### src/rtl/multi_channel_fast_fifo.sv
// multi_channel_fast_fifo
// A bank of CHANNELS single-clock FIFOs sharing one simple dual-port memory.
// Each channel owns a 2^DEPTH_LOG2-word slice addressed as {channel, ptr}.
// One write per cycle goes to a selected channel. One read per cycle is issued by a
// round-robin arbiter over the non-empty channels. Each read word is tagged with
// the channel it came from and appears READ_LATENCY cycles after its grant.
module multi_channel_fast_fifo #(
    parameter int WIDTH              = 32,
    parameter int DEPTH_LOG2         = 5,
    parameter int CHANNELS           = 4,
    parameter int ALMOST_FULL_MARGIN = 8,
    parameter int READ_LATENCY       = 2,
    parameter int FORCE_TO_ZERO      = 0,
    localparam int CH_W = (CHANNELS > 1) ? $clog2(CHANNELS) : 1
) (
    input  logic                clk,
    input  logic                rst,
    input  logic                writeEnable,
    input  logic [CH_W-1:0]     writeChannel,
    input  logic [WIDTH-1:0]    dataIn,
    output logic [CHANNELS-1:0] almostFulls,
    output logic [CHANNELS-1:0] overflows,
    input  logic                clearOverflows,
    input  logic                readStall,
    output logic [CHANNELS-1:0] emptys,
    output logic [WIDTH-1:0]    dataOut,
    output logic [CH_W-1:0]     dataOutChannel,
    output logic                dataOutValid
);

    localparam int AW = CH_W + DEPTH_LOG2;
    // Occupancy of a completely full slice; the extra pointer bit makes it distinct from empty.
    localparam logic [DEPTH_LOG2:0] CAPACITY = {1'b1, {DEPTH_LOG2{1'b0}}};

    logic [WIDTH-1:0]      mem [2**AW];
    logic [DEPTH_LOG2:0]   wrPtr [CHANNELS];
    logic [DEPTH_LOG2:0]   rdPtr [CHANNELS];
    logic [DEPTH_LOG2:0]   used  [CHANNELS];
    logic [CHANNELS-1:0]   fulls;
    logic [CHANNELS-1:0]   nearFull;
    logic [CHANNELS-1:0]   wrSel;
    logic [CH_W-1:0]       rrPtr;

    logic                  wrReq;
    logic                  wrFull;
    logic [DEPTH_LOG2-1:0] wrLow;
    logic [DEPTH_LOG2-1:0] rdLow;

    logic                  hiFound;
    logic                  loFound;
    logic [CH_W-1:0]       hiCh;
    logic [CH_W-1:0]       loCh;
    logic                  grantValid;
    logic [CH_W-1:0]       grantCh;

    logic [AW-1:0]           rdAddr_p0;
    logic [READ_LATENCY-1:0] vld_p;
    logic [CH_W-1:0]         ch_p [READ_LATENCY];
    logic [WIDTH-1:0]        memQ;
    logic [WIDTH-1:0]        stageData;
    logic [WIDTH-1:0]        lastWord;
    logic [CH_W-1:0]         lastCh;

    // Per-channel occupancy, flags and write-select decode (out-of-range channels select nothing).
    always_comb begin
        used     = '{default: '0};
        emptys   = '0;
        fulls    = '0;
        nearFull = '0;
        wrSel    = '0;
        for (int c = 0; c < CHANNELS; c++) begin
            used[c]     = wrPtr[c] - rdPtr[c];
            emptys[c]   = (used[c] == '0);
            fulls[c]    = (used[c] == CAPACITY);
            nearFull[c] = (32'(CAPACITY - used[c]) <= ALMOST_FULL_MARGIN);
            wrSel[c]    = writeEnable && (writeChannel == CH_W'(c));
        end
    end

    // Select the write slot and full flag of the addressed channel.
    always_comb begin
        wrLow  = '0;
        wrFull = 1'b0;
        for (int c = 0; c < CHANNELS; c++) begin
            if (wrSel[c]) begin
                wrLow  = wrPtr[c][DEPTH_LOG2-1:0];
                wrFull = fulls[c];
            end
        end
        wrReq = |wrSel;
    end

    // Round-robin: lowest non-empty channel at or above rrPtr, else lowest non-empty overall.
    always_comb begin
        hiFound = 1'b0;
        hiCh    = '0;
        loFound = 1'b0;
        loCh    = '0;
        for (int c = CHANNELS - 1; c >= 0; c--) begin
            if (!emptys[c]) begin
                loFound = 1'b1;
                loCh    = CH_W'(c);
                if (c >= int'(rrPtr)) begin
                    hiFound = 1'b1;
                    hiCh    = CH_W'(c);
                end
            end
        end
        grantValid = loFound && !readStall;
        grantCh    = hiFound ? hiCh : loCh;
    end

    // Read slot of the granted channel.
    always_comb begin
        rdLow = '0;
        for (int c = 0; c < CHANNELS; c++) begin
            if (grantCh == CH_W'(c)) rdLow = rdPtr[c][DEPTH_LOG2-1:0];
        end
    end

    // Pointers, arbiter state, registered almost-full and sticky overflow flags.
    always_ff @(posedge clk or negedge rst) begin
        if (!rst) begin
            for (int c = 0; c < CHANNELS; c++) begin
                wrPtr[c] <= '0;
                rdPtr[c] <= '0;
            end
            rrPtr       <= '0;
            almostFulls <= '0;
            overflows   <= '0;
        end else begin
            for (int c = 0; c < CHANNELS; c++) begin
                if (wrSel[c] && !fulls[c]) wrPtr[c] <= wrPtr[c] + 1'b1;
                if (grantValid && (grantCh == CH_W'(c))) rdPtr[c] <= rdPtr[c] + 1'b1;
                // A full channel drops the word even when it is read this same cycle.
                overflows[c] <= !clearOverflows && (overflows[c] || (wrSel[c] && fulls[c]));
            end
            almostFulls <= nearFull;
            if (grantValid) rrPtr <= (32'(grantCh) == CHANNELS - 1) ? '0 : grantCh + 1'b1;
        end
    end

    // Memory write port.
    always_ff @(posedge clk) begin
        if (wrReq && !wrFull) mem[{writeChannel, wrLow}] <= dataIn;
    end

    // Stage p0: register the read address of this cycle's grant.
    always_ff @(posedge clk) begin
        rdAddr_p0 <= {grantCh, rdLow};
    end

    assign memQ = mem[rdAddr_p0];

    // Grant flag pipeline; cleared by reset so an in-flight read never surfaces.
    always_ff @(posedge clk or negedge rst) begin
        if (!rst) begin
            vld_p <= '0;
        end else begin
            vld_p[0] <= grantValid;
            for (int k = 1; k < READ_LATENCY; k++) vld_p[k] <= vld_p[k-1];
        end
    end

    // Channel tag pipeline travelling beside the grant flag.
    always_ff @(posedge clk) begin
        ch_p[0] <= grantCh;
        for (int k = 1; k < READ_LATENCY; k++) ch_p[k] <= ch_p[k-1];
    end

    generate
        if (READ_LATENCY == 1) begin : gDirect
            assign stageData = memQ;
        end else begin : gDelay
            logic [WIDTH-1:0] data_p [READ_LATENCY-1];
            // Stages p1..: delay the memory word so it lines up with the grant flag.
            always_ff @(posedge clk) begin
                data_p[0] <= memQ;
                for (int k = 1; k < READ_LATENCY - 1; k++) data_p[k] <= data_p[k-1];
            end
            assign stageData = data_p[READ_LATENCY-2];
        end
    endgenerate

    // Remember the last delivered word and tag so the outputs can hold between reads.
    always_ff @(posedge clk or negedge rst) begin
        if (!rst) begin
            lastWord <= '0;
            lastCh   <= '0;
        end else if (vld_p[READ_LATENCY-1]) begin
            lastWord <= stageData;
            lastCh   <= ch_p[READ_LATENCY-1];
        end
    end

    assign dataOutValid   = vld_p[READ_LATENCY-1];
    assign dataOutChannel = dataOutValid ? ch_p[READ_LATENCY-1] : lastCh;
    assign dataOut        = dataOutValid ? stageData
                                         : ((FORCE_TO_ZERO != 0) ? '0 : lastWord);

endmodule

### config.mk
export PLATFORM = sky130hd
export DESIGN_NAME = multi_channel_fast_fifo
export DESIGN_NICKNAME = d
export VERILOG_FILES = /design/src/rtl/multi_channel_fast_fifo.sv
export SDC_FILE = /design/constraint.sdc
export NUM_CORES = 2
export LEC_CHECK = 0
export CAP_MARGIN = 10
export CORE_MARGIN = 3
export CORE_UTILIZATION = 45
export CTS_CLUSTER_SIZE = 16
export DETAILED_ROUTE_END_ITERATION = 10
export GPL_TIMING_DRIVEN = 1
export PLACE_DENSITY = 0.71
export SLEW_MARGIN = 20
export SYNTH_ARGS = -nofsm -noshare
export SYNTH_HDL_FRONTEND = slang
export SYNTH_MEMORY_MAX_BITS = 65536
export SYNTH_SLANG_ARGS = --single-unit
### constraint.sdc
create_clock -name clk -period 13.32 [get_ports clk]
set_input_delay 1.998 -clock clk [delete_from_list [all_inputs] [get_ports clk]]
set_output_delay 1.998 -clock clk [all_outputs]
set_load 0.02 [all_outputs]
Word-level counts from Yosys, hierarchy flattened
Memories as Yosys holds them, arrays and structs flattened. A register that Yosys moved wholly into a read port is not among the register bits. Index checks and enable logic that the tools add are counted.

Order comparisons: 7. Reductions and logical operators: 40. Mux-type cells: 38. Add/subtract/negate cells: 17. Eq/ne operators: 10.

Operator list (count): 32-bit by 4-bit less-or-equal comparator with 1-bit output, second input constant (4); 6-bit by 1-bit adder with 6-bit output, second input constant (8); 5-bit two-way mux (8); 32-bit two-way mux (1); 6-bit by 6-bit subtractor with 7-bit output, first input constant (4); 2-bit two-way mux (13); 6-bit equality test, second input constant (4); 6-bit zero test (4); 6-bit subtractor (4); 1-bit logical AND (22); 1-bit two-way mux (16); 2-bit equality test, second input constant (4); 1-bit zero test (7); 2-bit by 1-bit equality test with 1-bit output, second input constant (2); 1-bit by 2-bit >= comparator with 1-bit output, first input constant (2); 2-bit zero test (2); 1-bit logical OR (4); 4-bit OR reduction (1); 2-bit by 1-bit adder with 2-bit output, second input constant (1); 2-bit >= comparator, first input constant (1).

Bits of input ports: 39. Logic and storage cells: 129. Memories: 3. Memory bits (writable): 4132. Output and inout bits: 47. Register bits: 94.

Memories: mem (depth 128, bits a word 32, read ports 1, clocked after Yosys merged registers in 1, write ports 1, RTL line 35) `logic [WIDTH-1:0] mem [2**AW];`; gDelay.data_p (depth 1, bits a word 32, read ports 1, clocked after Yosys merged registers in 0, write ports 1, RTL line 175) `logic [WIDTH-1:0] data_p [READ_LATENCY-1];`; ch_p (depth 2, bits a word 2, read ports 2, clocked after Yosys merged registers in 0, write ports 2, RTL line 58) `logic [CH_W-1:0] ch_p [READ_LATENCY];`.

Depth between registers and ports, before layout
Depth in word-level cells: 15. Gate-level depth with buffers: 18. Depth with buffers taken out: 18.

Worst setup path before layout
Ideal clock, no wire load.

Path type: input -> register. From: in writeChannel[1]. To: mem mem[64][0], enable pin. Stages: 7. Data required time: 12.859 ns. Data arrival time: 5.568 ns. Slack: 7.291 ns. Library setup time: 0.461 ns. Buffers on the path: 2. Path through: clkbuf_1 > mux4_2 > and2_1 > nor2_1 > nand2_1 > clkbuf_1 > nor3_1.

Word-level cells in the longest chain between the ends: 10. Elaborated cells between the ends (all ways): 21. Those cells by class: 3 x eq/ne; 10 x mux; 8 x reduce/logical.

Ends and longest elaborated chain: from (decl) (RTL line 19) `input logic [CH_W-1:0] writeChannel,`; 2-bit zero test (RTL line 76) `wrSel[c] = writeEnable && (writeChannel == CH_W'(c));`; 1-bit logical AND (RTL line 76); 1-bit two-way mux (4 in a row) (RTL line 85) `if (wrSel[c]) begin`; 1-bit zero test (RTL line 145) `if (wrReq && !wrFull) mem[{writeChannel, wrLow}] <= dataIn;`; 1-bit logical AND (RTL line 145); 1-bit two-way mux (RTL line 145); 1-bit two-way mux (not written as such) (RTL line 145); to (decl) (RTL line 35).

Parallel ways exist; a longest one is shown, timed or not.

Worst setup path after layout
From: reg wrPtr[18] in the netlist's numbering. To: out emptys[0].

Word-level cells in the longest chain between the ends: 2.

Ends and longest elaborated chain: from (decl) (RTL line 36) `logic [DEPTH_LOG2:0] wrPtr [CHANNELS];`; from (signal, indexed assignment) (RTL line 133) `if (wrSel[c] && !fulls[c]) wrPtr[c] <= wrPtr[c] + 1'b1;`; 6-bit subtractor (RTL line 72) `used[c] = wrPtr[c] - rdPtr[c];`; 6-bit zero test (RTL line 73) `emptys[c] = (used[c] == '0);`; to (decl) (RTL line 25) `output logic [CHANNELS-1:0] emptys,`.

Every way passes these cells.

==> summary.txt <==
Clocking
  – Worst-Skew Late Latency: 920 ps
  – CTS tree: done
  – Inserted Clock Buffers: 399
  – Clock slew at reported path FFs: 60 ps
  – Clock sinks: 4231
  – Post-CTS resize count: 0
  – Hold Buf Count CTS: 0
  – Clock Tree Buf Depth: 4
  – Post-CTS Setup Inserts: 0
  – Depth of the CTS H-tree: 5
  – Clock root buffer: clkbuf_16

Timing
  – Final Max Slew Viols: 0
  – Worst-Margin Slew: 1240 ps
  – Fin Setup TNS: 0 ps
  – Fin crit period: 6590 ps
  – # setup viols final: 0
  – Fmax: 152 MHz
  – Hold Fails Final Rpt: 0
  – RSZ-0062 raised after global routing: false
  – PnR worst setup slack: 6730 ps
  – Clk_skew: 67.1 ps
  – Slew HR: 0.173
  – Tcrit/Tclk final: 0.495

Power
  – Clk network pwr share: 0.318
  – Pwr/cell area: 193 mW/mm2
  – Seq pwr share: 0.430
  – Peak supply drop: 0.000176 V
  – Net Switching: 0.0104 W
  – Switch share: 0.293
  – Leakage: 55.7 nW
  – Power Internal: 0.0251 W
  – Comb power frac: 0.253

Detailed routing
  – DR pass1 iterations: 6
  – Antenna Nets Post-Route: 0
  – Routed len/inst: 32.9 um
  – First DRT Iteration DRCs: 12500
  – Remaining DRCs: 0
  – Vias per cell: 6.17
  – Total Wirelength: 415 mm
  – Detailed-route via count: 77900

Critical path
  – Worst-path fanout max: 6
  – Critical Path RT: 11320 ps
  – Cells along the critical path: inv_1 > ha_1 > fa_1 > nand2b_1 > o2bb2ai_1 > mux2_2 > nor4bb_1 > clkdlybuf4s50_1
  – CP max stage delay: 990 ps
  – Critical path's top delay family: simple AND/OR/NAND/NOR gates
  – Slowest CP cell: nor4bb_1
  – WS Path Type: flip-flop to output pin
  – WP depth: 8
  – Critical path data arrival time: 4600 ps
  – Worst R2R Setup Slack: 7440 ps
  – Crit start category: flip-flop
  – R2r worst-path depth: 8
  – Reg-to-Reg End: gDelay.data_p[0][10]
  – WP buf/inv: 2
  – Setup crit end kind: output pin

Placed design
  – Pre-CTS setup slack: 6590 ps
  – Post-DP HPWL: 245 mm
  – GP Congestion: 0.885
  – PortBufs: 85

Floorplan
  – DIE AREA: 0.368 mm2
  – I/O Pins: 86
  – Die Span Y: 607 um
  – Initial core utilization: 0.452
  – Row cnt: 220
  – Die span in x: 607 um
  – Core ar.: 0.359 mm2

Status
  – Status: complete, no violations

Layout
  – Area Overhead vs Synth: 13.2%
  – Filler instances: 27100
  – Commonest cells after routing, fill and taps aside: edfxtp_1 (4096), mux4_2 (1093), clkbuf_16 (412)
  – Final-stage net count: 7590
  – Layout cells sized above 1: 0.274
  – Most common library cell in the layout ignoring fill and taps: edfxtp_1

Logic synthesis
  – Post-synthesis adder-cell area fraction: 0.00296
  – Main combinational cell family by area after synthesis: multiplexers
  – Mapped cell area: 0.162 mm2
  – Top FF cell, synth: edfxtp_1
  – Post-synthesis mux area share: 0.178
  – Syn Nets: 7221
  – Seq/Total Area, Yosys: 0.776
  – Post-Synthesis Cells: 7146
  – Post-Synth XOR/XNOR Area: 0.00280
  – Synthesized-area fraction occupied by and/or/nand/nor cells: 0.0185
  – Async set or reset register ratio after synthesis: 0.0222
  – Number of synthesized flops with an enable pin: 4096
  – Compound-Gate Fraction of Synth Area: 0.0101
  – Syn avg cell area: 22.7 um2
  – Syn. warnings: 0
  – Synth unique cells: 63
  – #FFs+latches synth: 4231

Global route
  – GRT Total Usage: 0.225
  – Global-route wire length before repair: 589 mm
  – Vias in the first global route: 77300
  – Initial antenna violation count: 48
  – Pin count of the biggest net entering global routing: 160
  – GRT overflow: 0

Min path
  – Worst hold start: vld_p[0]
  – Hold WC Path Type: flip-flop to flip-flop
  – Hold Path Cell Cnt: 0
  – Hold EP: vld_p[1]

Job
  – Max cap viols: 0
-- cell usage after synthesis (2+ instances only) --
cell type | count | area, um2
nor3b_1 | 2 | 15.0
o22ai_1 | 130 | 813
nor2_1 | 70 | 263
o211ai_1 | 2 | 15.0
o21ai_0 | 19 | 95.1
mux4_2 | 1093 | 24600
nand4b_1 | 2 | 17.5
or2_2 | 2 | 12.5
or3_1 | 35 | 219
fa_1 | 4 | 80.1
xnor2_1 | 38 | 333
nand3_1 | 92 | 460
and3_1 | 8 | 50.1
nor2b_1 | 44 | 275
nand2_1 | 175 | 657
nand2b_1 | 6 | 37.5
inv_1 | 59 | 221
buf_1 | 85 | 319
and2_1 | 14 | 87.6
o21ai_1 | 35 | 175
a31oi_1 | 4 | 25.0
dfxtp_1 | 41 | 821
o2111a_1 | 2 | 22.5
a21oi_1 | 49 | 245
mux2i_1 | 387 | 3870
nor4bb_1 | 2 | 20.0
mux2_2 | 39 | 439
nor4_1 | 33 | 206
nand4_1 | 16 | 100
edfxtp_1 | 4096 | 123000
a211oi_1 | 2 | 15.0
buf_4 | 12 | 90.1
buf_6 | 2 | 22.5
and4_1 | 2 | 17.5
a22oi_1 | 3 | 22.5
ha_1 | 32 | 400
dfrtp_1 | 94 | 2350
nor3_1 | 103 | 515
clkbuf_1 | 166 | 623
o21a_1 | 4 | 30.0
o32ai_1 | 2 | 17.5
buf_2 | 105 | 526
xor2_1 | 14 | 123
a41o_1 | 2 | 20.0
-- sequential cells by signal, indices dropped and copies added (netlist names), named ones only --
signal and cells:
vld_p 2, rdPtr 24, wrPtr 24, ch_p 4
rrPtr 2, gDelay.data_p 32, lastWord 32, mem 4096
lastCh 2, almostFulls 4, overflows 4
-- worst max path at each step --
| stage | endpoint | slack, ps | from |
|---|---|---|---|
| 6_report | emptys[0] | 6730 | wrPtr[18] |
| 5_1_grt | emptys[0] | 6620 | wrPtr[18] |
| 4_1_cts | emptys[0] | 6720 | wrPtr[18] |
| 3_5_place_dp | mem[40][17] | 6590 | writeChannel[1] |
| 3_3_place_gp | mem[41][13] | 6830 | writeChannel[1] |
| 2_1_floorplan | mem[64][0] | 7290 | writeChannel[1] |
-- area by class of cell --
| type | count | area [um2] | share of cell area |
|---|---|---|---|
| clock buffers | 500 | 10800 | 0.0585 |
| flip-flops and latches | 4231 | 126000 | 0.686 |
| inverters | 59 | 221 | 0.00120 |
| diodes | 18 | 45.0 | 0.000245 |
| repair buffers | 338 | 3120 | 0.0170 |
| well taps | 4773 | 5970 | 0.0325 |
| clock inverters | 222 | 2140 | 0.0117 |
| multi-input cells | 2486 | 35400 | 0.193 |
-- worst reg2reg max path, cell delays in order, from the launching register on --
cell and delay (ps):
dfxtp_4 890, buf_12 560, buf_4 1110, mux4_2 710
mux2i_1 330, o22ai_1 340, nor4_2 860, o21ai_1 460
or3_1 480
-- power by group through the flow --
stage	clock, W	sequential, W	combinational [W]
finish	0.0113	0.0153	0.00898
global route	0.0119	0.0153	0.00940
CTS	0.0114	0.0153	0.00894
detailed placement	0	0.0155	0.00889
global placement	0	0.0155	0.00877
floorplan	0	0.0153	0.00575
-- metrics by stage --
step	utilization	total power, W	instances	hold WS (ps)	cell area [um2]
floorplan	-	0.0211	7146	329	162000
finish	0.512	0.0355	12600	345	184000
global route	0.512	0.0366	12600	362	184000
global placement	0.474	0.0243	11900	338	170000
detailed placement	0.475	0.0244	11900	346	171000
CTS	0.511	0.0356	12600	347	183000
-- routing by layer --
metal | vias to the layer above | routed length, um | track usage
li1 | 31000 | - | -
met1 | 41300 | 154000 | 0.314
met2 | 4786 | 191000 | 0.341
met3 | 759 | 50700 | 0.0597
met4 | 14 | 18700 | 0.0850
met5 | - | 93 | 0
-- cells by family (layout without fill, tap and decap cells) --
logic type / Yosys count / in the layout
fa+ha+maj: 36 / 36
other cells: 0 / 18
buf+inv: 429 / 1119
mux: 1519 / 1519
xor+xnor: 52 / 52
compound gates: 269 / 269
simple gates: 610 / 610
flops: 4231 / 4231
No activity file was read; power rests on OpenSTA's default activity.
